<file path="src/rtl/sqrt_controller.sv">
// Control FSM for the 16-bit integer square-root datapath.
// It runs init, then compare / root-increment / square-accumulate passes, with a watchdog limit.
module sqrt_controller #(
    parameter int MAX_ITER  = 256,
    parameter int CNT_WIDTH = 9
) (
    input  logic                 clk,
    input  logic                 rst,
    input  logic                 start_i,
    input  logic                 n_i,
    output logic                 boot_o,
    output logic                 wr_square_o,
    output logic                 wr_root_o,
    output logic                 muxes_o,
    output logic                 ready_o,
    output logic                 busy_o,
    output logic                 done_o,
    output logic                 err_o,
    output logic [CNT_WIDTH-1:0] iter_o
);

    typedef enum logic [2:0] {
        S_IDLE  = 3'd0,
        S_INIT  = 3'd1,
        S_CHECK = 3'd2,
        S_INC   = 3'd3,
        S_ACC   = 3'd4,
        S_DONE  = 3'd5
    } state_t;

    localparam logic [CNT_WIDTH-1:0] MaxIterC = CNT_WIDTH'(MAX_ITER);

    state_t               state_q, state_d;
    logic [CNT_WIDTH-1:0] iter_q, iter_d;
    logic                 err_q, err_d;

    logic boot_s, wr_square_s, wr_root_s;

    // State, iteration counter and sticky watchdog flag
    always_ff @(posedge clk) begin
        if (rst) begin
            state_q <= S_IDLE;
            iter_q  <= '0;
            err_q   <= 1'b0;
        end else begin
            state_q <= state_d;
            iter_q  <= iter_d;
            err_q   <= err_d;
        end
    end

    // Next-state logic; n_i wins over the watchdog in CHECK
    always_comb begin
        state_d = state_q;
        iter_d  = iter_q;
        err_d   = err_q;
        case (state_q)
            S_IDLE: begin
                if (start_i) begin
                    state_d = S_INIT;
                    iter_d  = '0;
                    err_d   = 1'b0;
                end else begin
                    state_d = S_IDLE;
                end
            end
            S_INIT:  state_d = S_CHECK;
            S_CHECK: begin
                if (n_i) begin
                    state_d = S_DONE;
                end else if (iter_q == MaxIterC) begin
                    state_d = S_DONE;
                    err_d   = 1'b1;
                end else begin
                    state_d = S_INC;
                end
            end
            S_INC: begin
                state_d = S_ACC;
                iter_d  = iter_q + {{(CNT_WIDTH-1){1'b0}}, 1'b1};
            end
            S_ACC:   state_d = S_CHECK;
            S_DONE:  state_d = S_IDLE;
            default: begin
                state_d = S_IDLE;
                iter_d  = '0;
                err_d   = 1'b0;
            end
        endcase
    end

    // Moore output decode from the state register
    always_comb begin
        boot_s      = 1'b0;
        wr_square_s = 1'b0;
        wr_root_s   = 1'b0;
        muxes_o     = 1'b0;
        ready_o     = 1'b0;
        busy_o      = 1'b0;
        done_o      = 1'b0;
        case (state_q)
            S_IDLE: ready_o = 1'b1;
            S_INIT: begin
                busy_o      = 1'b1;
                boot_s      = 1'b1;
                wr_square_s = 1'b1;
                wr_root_s   = 1'b1;
            end
            S_CHECK: begin
                busy_o  = 1'b1;
                muxes_o = 1'b1;
            end
            S_INC: begin
                busy_o    = 1'b1;
                wr_root_s = 1'b1;
            end
            S_ACC: begin
                busy_o      = 1'b1;
                wr_square_s = 1'b1;
            end
            S_DONE:  done_o = 1'b1;
            default: ready_o = 1'b0;
        endcase
    end

    // A reset arriving mid-run must not let the datapath registers load in that cycle
    assign boot_o      = boot_s      & ~rst;
    assign wr_square_o = wr_square_s & ~rst;
    assign wr_root_o   = wr_root_s   & ~rst;
    assign err_o       = err_q;
    assign iter_o      = iter_q;

endmodule
</file>
<file path="config.mk">
export PLATFORM = sky130hd
export DESIGN_NAME = sqrt_controller
export DESIGN_NICKNAME = d
export VERILOG_FILES = /design/src/rtl/sqrt_controller.sv
export SDC_FILE = /design/constraint.sdc
export NUM_CORES = 1
export LEC_CHECK = 0
export ABC_AREA = 1
export CAP_MARGIN = 20
export CORE_MARGIN = 2
export CORE_UTILIZATION = 46
export DETAILED_ROUTE_END_ITERATION = 12
export HOLD_SLACK_MARGIN = 0.05
export PLACE_DENSITY = 0.81
export SYNTH_ARGS = -nofsm -noshare
export SYNTH_HDL_FRONTEND = slang
export SYNTH_SLANG_ARGS = --single-unit
</file>
<file path="constraint.sdc">
create_clock -name clk -period 1.6 [get_ports clk]
set_clock_uncertainty 0.15 [all_clocks]
set_input_delay 0.32 -clock clk [delete_from_list [all_inputs] [get_ports clk]]
set_output_delay 0.32 -clock clk [all_outputs]
set_load 0.005 [all_outputs]
</file>
## Word level (Yosys, flattened, before mapping)

Cells that the tools add are included.

- Flip-flop bits (word level): 13
- Bits in latches: 0
- RAM bits: 0
- ROM bits: 0
- Input port bits: 4
- Memories kept: 0

- $add $sub $neg: 1
- Multipliers: 0
- Divide/modulo/power cells: 0
- $lt $le $gt $ge: 0
- Eq/ne operators: 9
- Shifts and indexed selects: 0
- Mux-type cells: 17
- Bitwise gates (word level): 6
- Reductions and logical operators: 8

Operators by type and width:

| operator | number |
|---|---|
| $pmux W9 S3 | 1 |
| $pmux W3 S4 | 1 |
| $reduce_or A4 Y1 | 3 |
| $mux W1 | 11 |
| $add A9 B1 Y9 const B | 1 |
| $eq A9 B9 Y1 const B | 1 |
| $mux W9 | 1 |
| $eq A3 B2 Y1 const B | 2 |
| $eq A3 B3 Y1 const B | 2 |
| $mux W3 | 2 |
| $ne A2 B2 Y1 const B | 3 |
| $reduce_and A4 Y1 | 1 |
| $reduce_or A2 Y1 | 2 |
| $and A1 B1 Y1 | 3 |
| $eq A3 B1 Y1 const B | 1 |
| $logic_not A3 Y1 | 1 |
| $not A1 Y1 | 3 |
| $pmux W1 S3 | 1 |
| $reduce_and A2 Y1 | 1 |

## Depth between registers and ports, before layout

- Depth after elaboration: 4
- Depth in mapped cells: 8
- Gate-level depth less buffers: 8

## Least setup slack after synthesis

OpenSTA, ideal clock, no wires.

- Kind: register to register
- Start: register iter_q[1] (netlist: iter_o[1])
- End: register iter_q[4] (netlist: iter_o[4])
- Library setup time: 0.071 ns
- Arrival: 1.055 ns
- Slack: 0.324 ns
- Cell stages (with the launch flop): 8
- Clock period less this slack: 1.276 ns
- Path through: dfxtp_1 -> ha_1 -> nand2_1 -> nor2_2 -> inv_1 -> nand2_1 -> nand3_1 -> a21oi_1

- Longest elaborated chain between the ends: 2

Ends and longest elaborated chain:

| item | line | source |
|---|---|---|
| from (decl) | 34 | `logic [CNT_WIDTH-1:0] iter_q, iter_d;` |
| from (signal assigned) | 47 | `iter_q <= iter_d;` |
| $add A9 B1 Y9 | 80 | `iter_d = iter_q + {{(CNT_WIDTH-1){1'b0}}, 1'b1};` |
| $pmux W9 S3 | 57 | `case (state_q)` |

No other way between the ends.
A chain may end at the register's enable or synchronous reset.

## Worst setup path in the final report

- Start: register state_q[0]
- End: output port muxes_o

- Longest elaborated chain between the ends: 2

Ends and longest elaborated chain:

| item | line | source |
|---|---|---|
| from (decl) | 33 | `state_t state_q, state_d;` |
| from (signal assigned) | 46 | `state_q <= state_d;` |
| $eq A3 B2 Y1 | 101 | `case (state_q)` |
| $mux W1 | 101 |  |
| to (decl) | 14 | `output logic muxes_o,` |

No other way between the ends.

==> out/metrics.sh <==
RUN_STATUS='complete, but fails checks'
HOLD_VIOLATIONS=0
TIMING.CRITICAL_PATH.CELLS='inv_2 > buf_4 > nand3_2 > inv_2 > clkdlybuf4s15_2'
SYNTH.YOSYS.SEQ_AREA_SHARE=0.3270
DEEPEST_CLOCK_PATH_BUFFER_COUNT=2
CTS_ROOT_CELL='sky130_fd_sc_hd__clkbuf_4'
CRITICAL-PATH-TOP-CELL-BY-COUNT='sky130_fd_sc_hd__inv_2'
TIMING.CRITICAL_PATH.SLOWEST_STAGE_CELL='sky130_fd_sc_hd__dfxtp_4'
ARRIVAL_TIME_OF_DATA_AT_THE_CRITICAL_PATH_ENDPOINT_PS=1220
GRT_FIRST_PASS_WIRELENGTH_UM=4257
ROUTED_WIRE_LENGTH_PER_INSTANCE_UM=13.01
LARGEST_NET_DEGREE_AT_THE_START_OF_GLOBAL_ROUTING=10
CHIPHEIGHT_UM=45.59
TIMING.MAX_CAP.VIOLATIONS=0
GP_CONGESTION=0.8601
LAYOUT-DRIVE-GT1-SHARE=0.4595
CRIT_PATH_END_KIND='primary output'
COREAREA_UM2=1670
CLK_PIN_SLEW_PS=90
FAILED_CHECKS='setup timing'
R2R-START='state_q[1]'
DRV_SLEW=0
LEFTOVER_OVERFLOW_AT_THE_END_OF_GLOBAL_ROUTING=0
NUMBER_OF_GLOBAL_ROUTE_VIAS_BEFORE_REPAIR=1022
ANTENNA_VIOLATIONS_BEFORE_REPAIR=0
WHS_PATH_DEPTH=2
VDD_DROP_MAX_mV=0.6892
FINISH.NET_COUNT=192
BOUNDARYPINS=21
SETUP_TNS_PS=-345.9
DRC_ERRORS=0
SYN-MEAN-INSTANCE-AREA_UM2=6.316
RSZ_0062_RAISED_AFTER_GLOBAL_ROUTING='true'
SMALLEST_SETUP_SLACK_AFTER_LAYOUT_PS=-85.52
SYNTH-WARNING-COUNT=0
NUMPORTBUFFERS=20
DETAIL_ROUTE.VIAS_PER_CELL=5.153
MAX_SLEW.WORST_PIN.SLEW_PS=258.1
CRIT_PATH_MAX_INCR_DELAY_PS=370
HOLD_PATH.CLASS='flop to flop'
N_ANTENNA_CELL=0
DETAIL_ROUTE.ITER0.VIOLATIONS=26
ANT_NETS=0
CTS_SINKS=13
REQUIRED_PS=1130
SYNTHESIZED_NET_COUNT=132
FIRSTDRTPASSITERS=5
SYNTH.DISTINCT_CELLS=18
CLOCK_TREE_FROM_TRITONCTS='yes'
WORSTSKEWPAIRLATENCY_PS=290
FF2FF_SETUP_SLACK_PS=80
DETAILED_PLACE_HPWL_UM=1714
PATH_MAX_FANOUT=4
FIN_CRIT_PS=1686
TIMING.CRITICAL_PATH.FROM_TYPE='flop'
HOLD_PATH_STARTPOINT='err_o'
SYN_INST=126
PRE_CTS_WS_PS=-399.8
HTREEDEPTH=1
NUM_VIAS=1041
INITIAL_UTILIZATION=0.4764
TIMING.SLEW.HEADROOM=0.8274
TIMING.REG2REG.WORST_PATH_DEPTH=10
GRT.TOTAL_USAGE=0.2879
FLOORPLAN.DIE.WIDTH_UM=45.59
PATH_CLASS='flop to primary output'
HOLD_CRITICAL_PATH_ENDPOINT='err_o'
CTS-BUFFERS-INSERTED=3
LEAKAGE_nW=0.8001
POWER.DENSITY_CELL_AREA_nW_PER_UM2=642.5
WIRELENGTH_UM=2629
FLOW.AREA_GROWTH_FROM_SYNTHESIS_PCT=74.53
LAYOUT_WORST_PATH_CYCLE_SHARE=1.053
CLOCK.FMAX_GHz=0.5933
FLOORPLAN.DIE_AREA_UM2=2078
SETUP-VIOLATIONS-FINAL=5
AREA_OF_THE_MAPPED_NETLIST_UM2=795.8
YOSYS_REGISTER_BITS=13
FLOORPLAN.ROWS=15
R2R-END='iter_o[8]'
==> synthesized netlist by cell type (all sizes together) <==
cell type	n	area, µm²
nand2	32	140.1
dfxtp	13	260.3
nand4	3	18.77
ha	2	25.02
nor2	23	96.34
o21ai	2	13.76
nor3	3	26.28
clkbuf	1	3.750
a21oi	9	45.04
inv	23	86.34
nand3	15	80.08
==> routing by layer <==
metal,vias to the layer above,GRT usage,share of wire
li1,513,-,-
met1,478,0.3188,0.38
met2,43,0.5324,0.54
met3,7,0.03968,0.054
met4,0,0.1294,0.025
met5,-,0,0
==> flip-flops by register name, indices dropped and copies added, names as in the netlist <==
| name | count |
|---|---|
| state_q | 3 |
| iter_o | 9 |
| err_o | 1 |
==> worst max-delay path, delay by kind of cell (launching register included) <==
kind                   cells  cell delay (ps)
and+or+nand+nor            1               90
DFF                        1              370
buffers and inverters      4              460
==> report_power, final <==
part | switching (mW) | total [mW] | internal [mW]
clock network | 0.123 | 0.220 | 0.0972
registers | 0.0157 | 0.344 | 0.329
logic | 0.154 | 0.328 | 0.174
==> through the flow <==
stage / total power [mW] / cells / hold WS [ps] / cell area, µm² / util
floorplan: 0.4538 / 126 / 313.3 / 795.8 / -
global placement: 0.5936 / 181 / 302.3 / 1169 / 0.6996
detailed placement: 0.6055 / 181 / 340.4 / 1169 / 0.6996
CTS: 0.8550 / 200 / 355.5 / 1339 / 0.8015
global route: 0.9257 / 202 / 362.6 / 1389 / 0.8315
finish: 0.8924 / 202 / 345.0 / 1389 / 0.8315
==> kinds of logic (layout without fill, tap and decap cells) <==
| kind of cell | Yosys count | after routing | synth area share |
|---|---|---|---|
| and+or+nand+nor | 76 | 76 | 0.4544 |
| buffers and inverters | 24 | 83 | 0.1132 |
| DFF | 13 | 13 | 0.3270 |
| AOI/OAI and AO/OA | 11 | 11 | 0.07389 |
| adders and majority gates | 2 | 2 | 0.03144 |
==> cells in the final DEF, fill, tap and decap left out, drive strengths merged, types with 3 or more instances in the layout <==
master / n
nand3: 15
dlymetal6s2s: 9
a21oi: 9
nand4: 3
nor3: 3
nor2: 23
dfxtp: 13
buf: 42
inv: 23
clkbuf: 4
nand2: 32
==> what timing repair did <==
action	CTS	global route
endpoints found under the setup margin	16	15
hold buffers	0	0
pin swaps	7	5
resized for setup	59	12
buffers inserted	15	3
==> worst max path at each step <==
stage / slack, ps / start / end / cells after the start
4_1_cts: -60 / state_q[1] / busy_o / 6
5_1_grt: -120 / state_q[0] / muxes_o / 5
3_3_place_gp: -360 / rst / boot_o / 3
3_5_place_dp: -400 / rst / boot_o / 3
6_report: -90 / state_q[0] / muxes_o / 5
2_1_floorplan: 320 / iter_o[1] / iter_o[4] / 7
==> final cells by class <==
class,instances,area [µm²]
multi-input cells,89,490.5
repair buffers,56,478.0
flip-flops and latches,13,286.5
fillers,105,281.5
inverters,23,86.33
clock buffers,4,26.28
well taps,17,21.27
Power figures use the tool's default switching activity.
